$ cat src/rtl/alu_bist_pkg.sv
// alu_bist_pkg
//   Shared definitions for the ALU built-in self-test path: the run-state
//   encoding, the MISR width and the default MISR polynomial/seed. Imported by
//   the response monitor and by the stimulus sequencer's signature model.
package alu_bist_pkg;

    localparam int unsigned MISR_WIDTH = 32;

    localparam logic [MISR_WIDTH-1:0] DEFAULT_POLY = 32'h04C1_1DB7;
    localparam logic [MISR_WIDTH-1:0] DEFAULT_SEED = 32'h0000_0000;

    typedef enum logic [1:0] {
        IDLE = 2'd0,
        RUN  = 2'd1,
        DONE = 2'd2
    } bist_state_t;

endpackage

$ cat src/rtl/misr32.sv
// misr32
//   Combinational next-state function of a 32-bit multiple-input signature
//   register: shift left, fold the polynomial in when the MSB falls out, then
//   XOR the parallel data word and the injected bit 31.
//
// Ports
//   sig       in  32  current signature
//   data      in  32  parallel data word compacted this step
//   inject    in  1   extra bit XORed into bit 31
//   poly      in  32  feedback polynomial
//   next_sig  out 32  signature after this step
module misr32
    import alu_bist_pkg::*;
(
    input  logic [MISR_WIDTH-1:0] sig,
    input  logic [MISR_WIDTH-1:0] data,
    input  logic                  inject,
    input  logic [MISR_WIDTH-1:0] poly,
    output logic [MISR_WIDTH-1:0] next_sig
);

    always_comb begin
        next_sig = {sig[MISR_WIDTH-2:0], 1'b0}
                 ^ (sig[MISR_WIDTH-1] ? poly : '0)
                 ^ data
                 ^ {inject, {(MISR_WIDTH-1){1'b0}}};
    end

endmodule

$ cat src/rtl/alu_response_monitor.sv
// alu_response_monitor
//   Compacts a run of ALU results (ALUOut, Branch_Enable) into a MISR
//   signature, counts samples, and on the final sample compares the signature
//   with golden_sig. A run also ends early if sample_valid stays low for
//   TIMEOUT consecutive cycles.
//
// Ports
//   clk            in  1   rising-edge clock
//   reset          in  1   synchronous active-high reset
//   start          in  1   begin (or restart) a run
//   sample_valid   in  1   ALUOut/Branch_Enable valid this cycle
//   ALUOut         in  32  ALU result
//   Branch_Enable  in  1   ALU branch decision
//   golden_sig     in  32  expected signature, sampled on the final sample
//   signature      out 32  current MISR value
//   sample_count   out 16  samples captured this run
//   busy           out 1   run in progress
//   done           out 1   run finished
//   pass           out 1   signature matched (valid while done)
//   timeout        out 1   run aborted by stall (valid while done)
module alu_response_monitor
    import alu_bist_pkg::*;
#(
    parameter int unsigned              NUM_SAMPLES = 16,
    parameter int unsigned              TIMEOUT     = 1024,
    parameter logic [MISR_WIDTH-1:0]    POLY        = DEFAULT_POLY,
    parameter logic [MISR_WIDTH-1:0]    SEED        = DEFAULT_SEED
) (
    input  logic                  clk,
    input  logic                  reset,
    input  logic                  start,
    input  logic                  sample_valid,
    input  logic [MISR_WIDTH-1:0] ALUOut,
    input  logic                  Branch_Enable,
    input  logic [MISR_WIDTH-1:0] golden_sig,
    output logic [MISR_WIDTH-1:0] signature,
    output logic [15:0]           sample_count,
    output logic                  busy,
    output logic                  done,
    output logic                  pass,
    output logic                  timeout
);

    localparam logic [15:0] LAST_SAMPLE = 16'(NUM_SAMPLES - 1);
    localparam logic [15:0] LAST_STALL  = 16'(TIMEOUT - 1);

    bist_state_t             state;
    logic [15:0]             stall_count;
    logic [MISR_WIDTH-1:0]   next_sig;

    misr32 u_misr (
        .sig      (signature),
        .data     (ALUOut),
        .inject   (Branch_Enable),
        .poly     (POLY),
        .next_sig (next_sig)
    );

    always_ff @(posedge clk) begin
        if (reset) begin
            state        <= IDLE;
            signature    <= SEED;
            sample_count <= '0;
            stall_count  <= '0;
            busy         <= 1'b0;
            done         <= 1'b0;
            pass         <= 1'b0;
            timeout      <= 1'b0;
        end else begin
            case (state)
                IDLE, DONE: begin
                    if (start) begin
                        state        <= RUN;
                        signature    <= SEED;
                        sample_count <= '0;
                        stall_count  <= '0;
                        busy         <= 1'b1;
                        done         <= 1'b0;
                        pass         <= 1'b0;
                        timeout      <= 1'b0;
                    end
                end

                RUN: begin
                    if (start) begin
                        // Restart takes priority; a coincident sample is dropped.
                        signature    <= SEED;
                        sample_count <= '0;
                        stall_count  <= '0;
                        pass         <= 1'b0;
                        timeout      <= 1'b0;
                    end else if (sample_valid) begin
                        signature    <= next_sig;
                        sample_count <= sample_count + 16'd1;
                        stall_count  <= '0;
                        if (sample_count == LAST_SAMPLE) begin
                            state <= DONE;
                            busy  <= 1'b0;
                            done  <= 1'b1;
                            pass  <= (next_sig == golden_sig);
                        end
                    end else if (stall_count == LAST_STALL) begin
                        state   <= DONE;
                        busy    <= 1'b0;
                        done    <= 1'b1;
                        pass    <= 1'b0;
                        timeout <= 1'b1;
                    end else begin
                        stall_count <= stall_count + 16'd1;
                    end
                end

                default: begin
                    state <= IDLE;
                    busy  <= 1'b0;
                    done  <= 1'b0;
                end
            endcase
        end
    end

endmodule
$ cat config.mk
export PLATFORM = sky130hd
export DESIGN_NAME = alu_response_monitor
export DESIGN_NICKNAME = d
export VERILOG_FILES = /design/src/rtl/alu_bist_pkg.sv /design/src/rtl/misr32.sv /design/src/rtl/alu_response_monitor.sv
export SDC_FILE = /design/constraint.sdc
export NUM_CORES = 1
export LEC_CHECK = 0
export ABC_AREA = 1
export CAP_MARGIN = 20
export CORE_ASPECT_RATIO = 0.9
export CORE_MARGIN = 4
export CORE_UTILIZATION = 30
export DETAILED_ROUTE_END_ITERATION = 6
export GPL_TIMING_DRIVEN = 0
export PLACE_DENSITY_LB_ADDON = 0.25
export SETUP_SLACK_MARGIN = 0.15
export SKIP_LAST_GASP = 1
export SLEW_MARGIN = 20
export SYNTH_ARGS = -nofsm -noshare
export SYNTH_HDL_FRONTEND = slang
export SYNTH_SLANG_ARGS = --single-unit
$ cat constraint.sdc
create_clock -name clk -period 3.8 [get_ports clk]
set_input_delay 0.76 -clock clk [delete_from_list [all_inputs] [get_ports clk]]
set_output_delay 0.76 -clock clk [all_outputs]
set_load 0.01 [all_outputs]
==> impl_results.md, run 1 <==
* Core Util, Final at 0.430
* Max VDD drop at ~200 µV
* Hold crit path type: flip-flop to flip-flop
* CP endpoint kind: flip-flop
* Area Growth Syn to Fin at 38.5%
* Synth unique cells at 42
* Vias in the first global route at about 4.4k
* Top_reg_cell synth: dfxtp_1
* # H-tree levels at 3
* Element type at the critical path start: input pin
* Initial antenna violation count at 0
* Wire per inst at 13.4 µm
* PortBufs at 119
* Rows at between 40 and 50
* Global route total overflow at 0
* Via/cell ratio at 4.60
* Mapped cell area at ~0.0044 mm²
* Worst path required time at about 4.1 ns
* Flops & latches, synth at just under 70
* Max Cap Viol at 0
* Count of antenna-violating nets left after detailed routing at 0
* CTS Hold Bufs at 0
* CP max FO at 6
* Starting Density at 0.310
* Die X-Extent at 136 µm
* RD Place Congestion at about 0.87
* Clk sinks at just under 70
* Fmax at between 400 and 500 MHz
* Clock latency at the later pin of the worst-skew pair at 0.33 ns
* Worst relative slew slack at 0.550
* Unrepaired setup endpoints after global routing: false
* Die height at 123 µm
* Synth Instances at 722
* Clk buf depth at 2
* Most frequent cells in the layout: 244 x nand2_1, 119 x clkdlybuf4s50_1, 109 x inv_1, 73 x nand3_1, 68 x dfxtp_1
* Post-CTS Setup Repair Bufs at 0
* Post-synthesis net count at approximately 800
* Initial drt markers at around 270
* Cell Pwr Density at about 330 mW/mm²
* Pre-antenna DRT Iters at 7
* Sequential area share after synthesis at 0.307
* EDFF count, synth at 0
* Aggregate global-route resource usage at 0.170
* Pins Over Slew Limit at 0
* Worst slew pin tran at roughly 0.67 ns
* Period utilization at 0.635
* Critical path type: input pin to flip-flop
* Root Buffer: clkbuf_16
* IO Pins at between 100 and 150
* Routed vias at roughly 4.8k
* Setup violations, final at 0
* Routed Wire Length at 14.0 mm
* Antenna Diode Count at 0
* Die ar. at approximately 0.017 mm²
* Drt drc at 0
* FILL cells at approximately 1.5k
* Number of buffers created by CTS at 9
* CP Data Arrival Time at around 2.7 ns
* Core outline area at around 0.014 mm²
* Status: finished clean
* Avg Cell Area, Syn at a little over 6 µm²
* Number of hold violations in the final report at 0
* Leakage power at approximately 2.6 nW
* Final Skew at around 0.0095 ns
* CTS tree: built
* Pin count of the biggest net entering global routing at 12
* Minimum clock period at 2.41 ns
* Nets at 923
* Setup tns final at 0 ns
* Final HPWL DP at 10.9 mm
* Ys Warns at 0
* First-pass GRT wire length at about 22 mm
* Post-CTS resize count at 0
* Post-synth ARST share at 0
* Most common cell after layout, fill and taps aside: nand2_1
* Share of layout cells above drive strength 1 at 0.0700
* Clock transition at path regs at approximately 0.06 ns
==> area by class of cell <==
cell class                 instances  area [µm²]  area share
tap                              193         241      0.0394
clock buffer                      12         246      0.0402
timing repair buffer             119        1190       0.194
clock inverter                     4        25.0     0.00408
multi-input combinational        526        2560       0.417
sequential                        68        1360       0.222
buffer                            15        85.1      0.0139
inverter                         113         424      0.0692
==> per-stage QoR <==
stage | cells | total power, W | hold WS, ns | instance area, µm² | worst slack [ns]
after global placement | 1034 | 0.00128 | 0.441 | 5860 | 0.933
final | 1050 | 0.00205 | 0.453 | 6130 | 1.39
after global routing | 1050 | 0.00216 | 0.495 | 6130 | 1.14
after floorplan | 722 | 0.00106 | 0.452 | 4430 | 2.00
after CTS | 1050 | 0.00207 | 0.457 | 6130 | 1.35
after detailed placement | 1034 | 0.00129 | 0.448 | 5860 | 1.02
==> registers in the layout, summed over array words and instances (netlist names) <==
name / flops
done: 1
pass: 1
sample_count: 16
signature: 32
stall_count: 16
state: 1
timeout: 1
==> layer usage <==
layer,GRT usage,vias up,part of all wire
met2,0.271,112,0.43
li1,-,2567,-
met5,0,-,0
met1,0.237,2141,0.50
met3,0.0374,10,0.057
met4,0.0334,0,0.0092
==> synth_stat cells, types with 2 or more instances <==
cell type,count,share of area
nand2_1,244,0.21
inv_1,109,0.092
nand3_1,73,0.083
dfxtp_1,68,0.31
nor2_1,56,0.047
a21oi_1,43,0.049
o21ai_0,19,0.021
nand3b_1,16,0.027
a31oi_1,11,0.016
nor3_1,7,0.0079
a211oi_2,6,0.017
clkbuf_1,6,0.0051
nor2_2,6,0.0085
a211oi_1,5,0.0085
buf_2,5,0.0057
nand4_1,5,0.0071
inv_2,4,0.0034
or2_2,4,0.0057
nand2_2,3,0.0042
nor3_2,3,0.0068
xor2_1,3,0.0059
buf_4,2,0.0034
buf_6,2,0.0051
ha_1,2,0.0057
nand2_4,2,0.0051
nor2_4,2,0.0051
==> path summary, 6_finish.rpt <==
kind	start	endpoint	slack, ns	depth (start not counted)
worst min register to register	timeout	timeout	0.45	2
worst min-delay path	timeout	timeout	0.45	2
worst max-delay path	start	pass	1.39	10
worst max register to register	state[0]	sample_count[0]	1.93	7
==> critical path, cell delays in order <==
cell and delay (ns):
clkdlybuf4s50_1 0.48, inv_1 0.18, nand2_1 0.09, nor2_1 0.46, nand3_1 0.15, nor2_1 0.13, nand3_1 0.10, nor2_1 0.10
nand3_1 0.09, a21oi_1 0.12
==> cells by family (layout without fill, tap and decap cells) <==
kind of cell,after synthesis,after routing,share of synthesized area
AOI/OAI and AO/OA,94,94,0.133
xor gates and xnor gates,3,3,0.00593
adders and majority gates,2,2,0.00565
buffers and inverters,128,263,0.115
DFF,68,68,0.307
and+or+nand+nor,427,427,0.433
==> report_power, final <==
| group | internal (W) | switching [W] | total [W] |
|---|---|---|---|
| Sequential | 0.000744 | 0.0000336 | 0.000777 |
| Clock | 0.000458 | 0.000323 | 0.000781 |
| Combinational | 0.000215 | 0.000279 | 0.000495 |
| Total | 0.00142 | 0.000636 | 0.00205 |
No activity file was read; power rests on OpenSTA's default activity.
==> run 2, diff against run 1 <==
- clock period: 3.8 -> 2.11 ns (I/O delays scaled with it)
==> run 2 against run 1 <==
- wire length up 0.76%
- clock power rose by 79%
- non-clock buffer count increased by 3
- total power is 81% higher
- clock skew shrank 0.00050 ns
- die area is the same
- count of clock-buffer cells in the layout stayed put
- worst setup slack worse by 1.1 ns
- register-to-register slack got worse by 1.6 ns
- via count rose by 0.77%
- sequential cell count did not move
- sequential share of layout area decreased by 0.21 points
==> impl_results.md, run 2 (same netlist as run 1, synthesis figures left out) <==
* Count of antenna-violating nets left after detailed routing at 0
* Sequential power share at 0.378
* Hold crit path type: flip-flop to flip-flop
* Die X-Extent at around 140 µm
* PortBufs at approximately 120
* Setup violations, final at 0
* Core Util, Final at 0.434
* Leakage power at 2.67 nW
* Die ar. at around 0.017 mm²
* Met3 GRT Util at 0.0374
* Final std cells w/o fill at 1053
* Worst relative slew slack at 0.532
* Clk sinks at just under 70
* Global route total overflow at 0
* Area of the multi-input gates at 0.00258 mm²
* Critical path type: input pin to flip-flop
* Unrepaired setup endpoints after global routing: true
* Hold path depth at 2
* CP endpoint kind: flip-flop
* GR Layer Usage met1 at 0.238
* Clk buf depth at 2
* Reg2reg path depth at 10
* Vias in the first global route at around 4.4k
* Share of layout cells above drive strength 1 at 0.0779
* Final WS setup at 0.266 ns
* Routed vias at a little under 5k
* IO Pins at around 120
* Most frequent cells in the layout: 244 x nand2_1, 118 x clkdlybuf4s50_1, 108 x inv_1, 73 x nand3_1, 68 x dfxtp_1
* Clock latency at the later pin of the worst-skew pair at 0.33 ns
* Biggest regs: signature: 32 flops, sample_count: 16 flops, stall_count: 16 flops
* Final Skew at 0.00900 ns
* Initial antenna violation count at 0
* Pins Over Slew Limit at 0
* Aggregate global-route resource usage at 0.171
* Root Buffer: clkbuf_16
* Fmax at roughly 540 MHz
* CP Data Arrival Time at ~2.1 ns
* Total Power at about 0.0037 W
* Period utilization at 0.874
* Worst path required time at between 2 and 2.5 ns
* CP max FO at 10
* Rows at slightly above 40
* Gate power share at 0.245
* Switching Fraction at 0.309
* Switching pwr at between 0.001 and 0.0015 W
* Clock transition at path regs at 0.06 ns
* Routed Wire Length at between 10 and 15 mm
* First-pass GRT wire length at 22.4 mm
* Design area at a little over 0.006 mm²
* Most common cell after layout, fill and taps aside: nand2_1
* Clk pwr share at 0.377
* Max Cap Viol at 0
* Worst slew pin tran at approximately 0.70 ns
* Max VDD drop at approximately 360 µV
* RD Place Congestion at between 0.8 and 0.9
* Pre-CTS setup slack at -0.335 ns
* Cell Pwr Density at 599 mW/mm²
* Element type at the critical path start: input pin
* Register area at 0.00136 mm²
* Starting Density at 0.310
* Wire per inst at 13.4 µm
* Nets at 926
* # H-tree levels at 3
* Number of buffers created by CTS at 9
* Met2 Use GR at 0.273
* GRT Max-Usage Layer: met2
* Antenna Diode Count at 0
* Via/cell ratio at about 4.6
* Initial drt markers at 257
* Minimum clock period at ~1.8 ns
* Status: finished clean
* Core outline area at approximately 0.014 mm²
* Pin count of the biggest net entering global routing at 12
* Die height at 123 µm
* Internal at between 0.002 and 0.003 W
* Final HPWL DP at 10.9 mm
* CTS tree: built
* Area Growth Syn to Fin at 39.8%
* Drt drc at 0
* Pre-antenna DRT Iters at 5
* Max reg flops at 32
* Largest Register: signature
* Post-Place Cells at about 1.0k
* Number of hold violations in the final report at 0
* FILL cells at roughly 1.5k
* Cell Area, Placed at between 0.005 and 0.006 mm²
## run 2: cell count changes in the layout (fill, tap and decap cells not counted), sizes merged
cell	delta
clkdlybuf4s50	-1
dlymetal6s2s	+1
buf	+3
## run 2: final timing paths
path,slack [ns],endpoint,startpoint
worst max-delay path,0.27,signature[15],sample_valid
worst min-delay path,0.45,timeout,timeout
worst max register to register,0.31,stall_count[14],stall_count[0]
worst min register to register,0.45,timeout,timeout
## run 2: area by class of cell
| class | count | share of cell area |
|---|---|---|
| Inverter | 113 | 0.0689 |
| Tap cell | 193 | 0.0390 |
| Buffer | 15 | 0.0150 |
| Multi-Input combinational cell | 526 | 0.417 |
| Timing Repair Buffer | 122 | 0.196 |
| Clock buffer | 12 | 0.0398 |
| Sequential cell | 68 | 0.220 |
| Clock inverter | 4 | 0.00404 |
## run 2: power groups by stage
stage | logic, W | registers [W] | clock network [W]
6_report | 0.000910 | 0.00140 | 0.00140
5_1_grt | 0.00101 | 0.00141 | 0.00148
4_1_cts | 0.000907 | 0.00140 | 0.00143
3_5_place_dp | 0.000895 | 0.00143 | 0
3_3_place_gp | 0.000887 | 0.00143 | 0
2_1_floorplan | 0.000475 | 0.00143 | 0
## run 2: per-layer routing
layer | vias to the layer above | routed length (µm)
li1 | 2578 | -
met1 | 2159 | 7080
met2 | 120 | 6140
met3 | 10 | 816
met4 | 0 | 98
met5 | - | 0
## run 2: stage by stage
step,hold slack (ns),setup TNS (ns)
6_report,0.453,0
5_1_grt,0.495,0
4_1_cts,0.457,0
3_5_place_dp,0.448,-10.30
3_3_place_gp,0.441,-11.84
2_1_floorplan,0.452,0
## run 2: timing repair
action                                  4_1_cts  5_1_grt
endpoints found under the setup margin       32       31
pin swaps                                     1        2
hold buffers                                  0        0
gates resized for setup                       3       13
setup buffers                                 2        1
## run 2: worst max-delay path, cell delays in order
cell             delay [ns]
clkdlybuf4s50_1        0.45
inv_1                  0.15
nand2_4                0.09
nand2_8                0.15
clkbuf_1               0.47
a21oi_1                0.16
a211oi_2               0.21
==> run 3, diff against run 2 <==
--- a/config.mk
+++ b/config.mk
@@ -19,3 +19,4 @@
 export SYNTH_ARGS = -nofsm -noshare
 export SYNTH_HDL_FRONTEND = slang
+export SYNTH_HIERARCHICAL = 1
 export SYNTH_SLANG_ARGS = --single-unit
==> constraint.sdc (replaced) <==
create_clock -name clk -period 2.11 [get_ports clk]
set_input_delay 0.422 -clock clk [delete_from_list [all_inputs] [get_ports clk]]
set_output_delay 0.422 -clock clk [all_outputs]
set_load 0.05 [all_outputs]
==> run 3 against run 2 <==
- worst hold slack lost 0.086 ns
- register-to-register slack is essentially flat
- largest power group is now clock
- sequential share of layout area shrank 2.2 points
- global-route usage shrank 2.6 points
- total power grew 3.0%
==> impl_results.md, run 3 <==
* Root Buffer: clkbuf_16
* Final Skew at ~0.0056 ns
* Leakage power at 3.65 nW
* Initial antenna violation count at 0
* Drt drc at 0
* Setup violations, final at 0
* Starting Density at 0.308
* Wire per inst at between 10 and 15 µm
* Most instantiated cells after synthesis: 299 x nand2_1, 121 x inv_1, 68 x dfxtp_1
* Pin count of the biggest net entering global routing at 14
* Yosys top cell area share at 0.284
* Hold path depth at 2
* Critical Path Max Stage Delay at 0.80 ns
* R2r startpoint: signature[31]
* Worst hold endpoint: sample_count[0]
* Synth Instances at slightly above 800
* Pre-antenna DRT Iters at 4
* Mapped cell area at approximately 0.0048 mm²
* Die ar. at roughly 0.018 mm²
* Cell Pwr Density at ~550 mW/mm²
* Die height at 128 µm
* Fmax at about 520 MHz
* First-pass GRT wire length at roughly 21 mm
* Initial drt markers at 136
* Aggregate global-route resource usage at 0.145
* Max Cap Viol at 0
* Clock latency at the later pin of the worst-skew pair at around 0.34 ns
* Gate power share at 0.186
* Most frequent cell after synthesis: nand2_1
* Area Growth Syn to Fin at 43.9%
* Worst r2r dst: pass
* Most common cell after layout, fill and taps aside: nand2_1
* RD Place Congestion at 0.773
* Count of antenna-violating nets left after detailed routing at 0
* CTS tree: built
* HP Start: start
* Clock transition at path regs at approximately 0.060 ns
* Vias in the first global route at 4388
* CP max stage cell: clkdlybuf4s50_1
* Total Power at 0.00382 W
* Top_reg_cell synth: dfxtp_1
* Max VDD drop at about 390 µV
* Setup tns final at 0 ns
* CP Data Arrival Time at 1.48 ns
* Nets at between 1k and 1.5k
* Hold crit path type: input pin to flip-flop
* PortBufs at 118
* Most frequent cells in the layout: 287 x nand2_1, 116 x inv_1, 67 x dfxtp_1, 63 x clkdlybuf4s50_1, 60 x nand3_1
* Share of layout cells above drive strength 1 at 0.149
* Clk sinks at just under 70
* Worst relative slew slack at 0.640
* Max reg flops at 32
* Avg Cell Area, Syn at 5.94 µm²
* Worst R2R Setup Slack at ~0.30 ns
* Clk pwr share at 0.466
* Synth unique cells at 36
* # H-tree levels at 3
* Biggest regs: signature: 32 flops, sample_count: 16 flops, stall_count: 16 flops
* Dominant cells by area after synthesis: dfxtp_1 28%, nand2_1 23%, inv_1 9.5%, nand3_1 6.7%, nor2_1 4.4%
* Switching Fraction at 0.272
* Sequential power share at 0.348
* Worst slew pin tran at around 0.54 ns
* CP max FO at 2
* CP Buf/Inv Count at 1
* Pins Over Slew Limit at 0
* Worst path required time at ~1.7 ns
* Ys Warns at 6
* EDFF count, synth at 0
* Antenna Diode Count at 0
* Routed Wire Length at around 13 mm
* Status: finished clean
* Post-synth top area cell: dfxtp_1
* Final HPWL DP at between 10 and 15 mm
* Routed vias at around 5.0k
* IO Pins at roughly 120
* Largest Register: signature
* Element type at the critical path start: flip-flop
* Number of buffers created by CTS at 9
* Critical path type: flip-flop to output port
* Switching pwr at 0.00104 W
* Die X-Extent at 141 µm
* Unrepaired setup endpoints after global routing: false
* Flops & latches, synth at 68
* Reg2reg path depth at 14
* Crit-path cells: clkdlybuf4s50_1
* Core outline area at between 0.015 and 0.02 mm²
* Global route total overflow at 0
* Hold Worst Slack at approximately 0.37 ns
* CP endpoint kind: output port
* Via/cell ratio at 4.24
* Rows at 43
* Internal at around 0.0028 W
* Number of hold violations in the final report at 0
* Period utilization at 0.903
* Clk buf depth at 2
* Sequential area share after synthesis at 0.284
* Minimum clock period at between 1.5 and 2 ns
* Post-synth ARST share at 0
* CP delay by family, top: buffers and inverters
## run 3: changes by cell type in the layout (fill, tap and decap cells not counted), moves of 11 or more
cell / previous run / this run
dlygate4sd2_1: 0 / 48
clkdlybuf4s50_1: 118 / 63
o21ai_1: 1 / 12
or2_2: 4 / 21
a21oi_1: 43 / 22
o21ai_0: 19 / 36
nand3b_1: 16 / 1
nand3_1: 73 / 60
conb_1: 0 / 33
nand2_2: 3 / 32
nand2_1: 244 / 287
## run 3: kinds of logic (layout without fill, tap and decap cells)
family,Yosys count,count (layout),share of synthesized area
compound gates,80,80,0.0893
flops,68,68,0.284
xor+xnor,13,13,0.0238
other cells,2,33,0.00157
buf+inv,140,285,0.131
simple gates,502,502,0.465
fa+ha+maj,2,2,0.00522
## run 3: how the worst max path moves through the flow
stage | start | end | slack [ns] | cells past startpoint
after floorplan | signature[31] | pass | 0.24 | 18
after global placement | ALUOut[5] | pass | -0.24 | 15
after detailed placement | ALUOut[5] | pass | -0.24 | 15
after CTS | ALUOut[5] | pass | 0.16 | 15
after global routing | signature[31] | pass | 0.15 | 18
final | sample_count[14] | sample_count[14] | 0.20 | 1
## run 3: stage by stage
step           setup WS (ns)  area, µm²  std cells  utilization
6_report               0.204       6900       1185        0.443
5_1_grt                0.147       6900       1185        0.443
4_1_cts                0.165       6630       1174        0.427
3_5_place_dp          -0.238       6340       1158        0.408
3_3_place_gp          -0.243       6340       1158        0.408
2_1_floorplan          0.244       4910        838            -
## run 3: area by class of cell
cell class | count | area, µm²
Clock buffer | 9 | 225
Tap cell | 202 | 253
Timing Repair Buffer | 129 | 1250
Sequential cell | 68 | 1360
Buffer | 14 | 151
Clock inverter | 7 | 124
Multi-Input combinational cell | 630 | 3050
Inverter | 126 | 478
Fill cell | 1665 | 8650
## run 3: timing repair
| item | in CTS | in global routing |
|---|---|---|
| gates cloned | 0 | 1 |
| pin swaps | 1 | 28 |
| gates resized for setup | 49 | 53 |
| buffers inserted | 0 | 10 |
| setup endpoints to repair | 49 | 1 |
| hold buffers | 0 | 0 |
## run 3: metal layers
| metal | up-vias | wire, µm | GRT usage | share of wire |
|---|---|---|---|---|
| met1 | 2093 | 6510 | 0.200 | 0.49 |
| li1 | 2811 | - | - | - |
| met2 | 102 | 5680 | 0.224 | 0.43 |
| met4 | 0 | 204 | 0.0444 | 0.016 |
| met5 | - | 0 | 0 | 0 |
| met3 | 14 | 762 | 0.0332 | 0.058 |
## run 3: power groups by stage
stage	clock (W)	combinational (W)	sequential, W
6_report	0.00178	0.000711	0.00133
5_1_grt	0.00188	0.000797	0.00133
4_1_cts	0.00184	0.000674	0.00133
3_5_place_dp	0	0.000683	0.00136
3_3_place_gp	0	0.000679	0.00136
2_1_floorplan	0	0.000354	0.00142
## run 3: worst register-to-register path, cell delays in order (launching register included)
cell,delay (ns)
dfxtp_2,0.33
buf_8,0.14
buf_12,0.14
buf_4,0.14
nand2_2,0.05
inv_1,0.03
nand2_1,0.05
nand2_1,0.08
xnor2_1,0.17
nand3_1,0.15
nor2_2,0.17
nand3_2,0.10
nand2_1,0.08
nand2_1,0.05
nor2_1,0.09
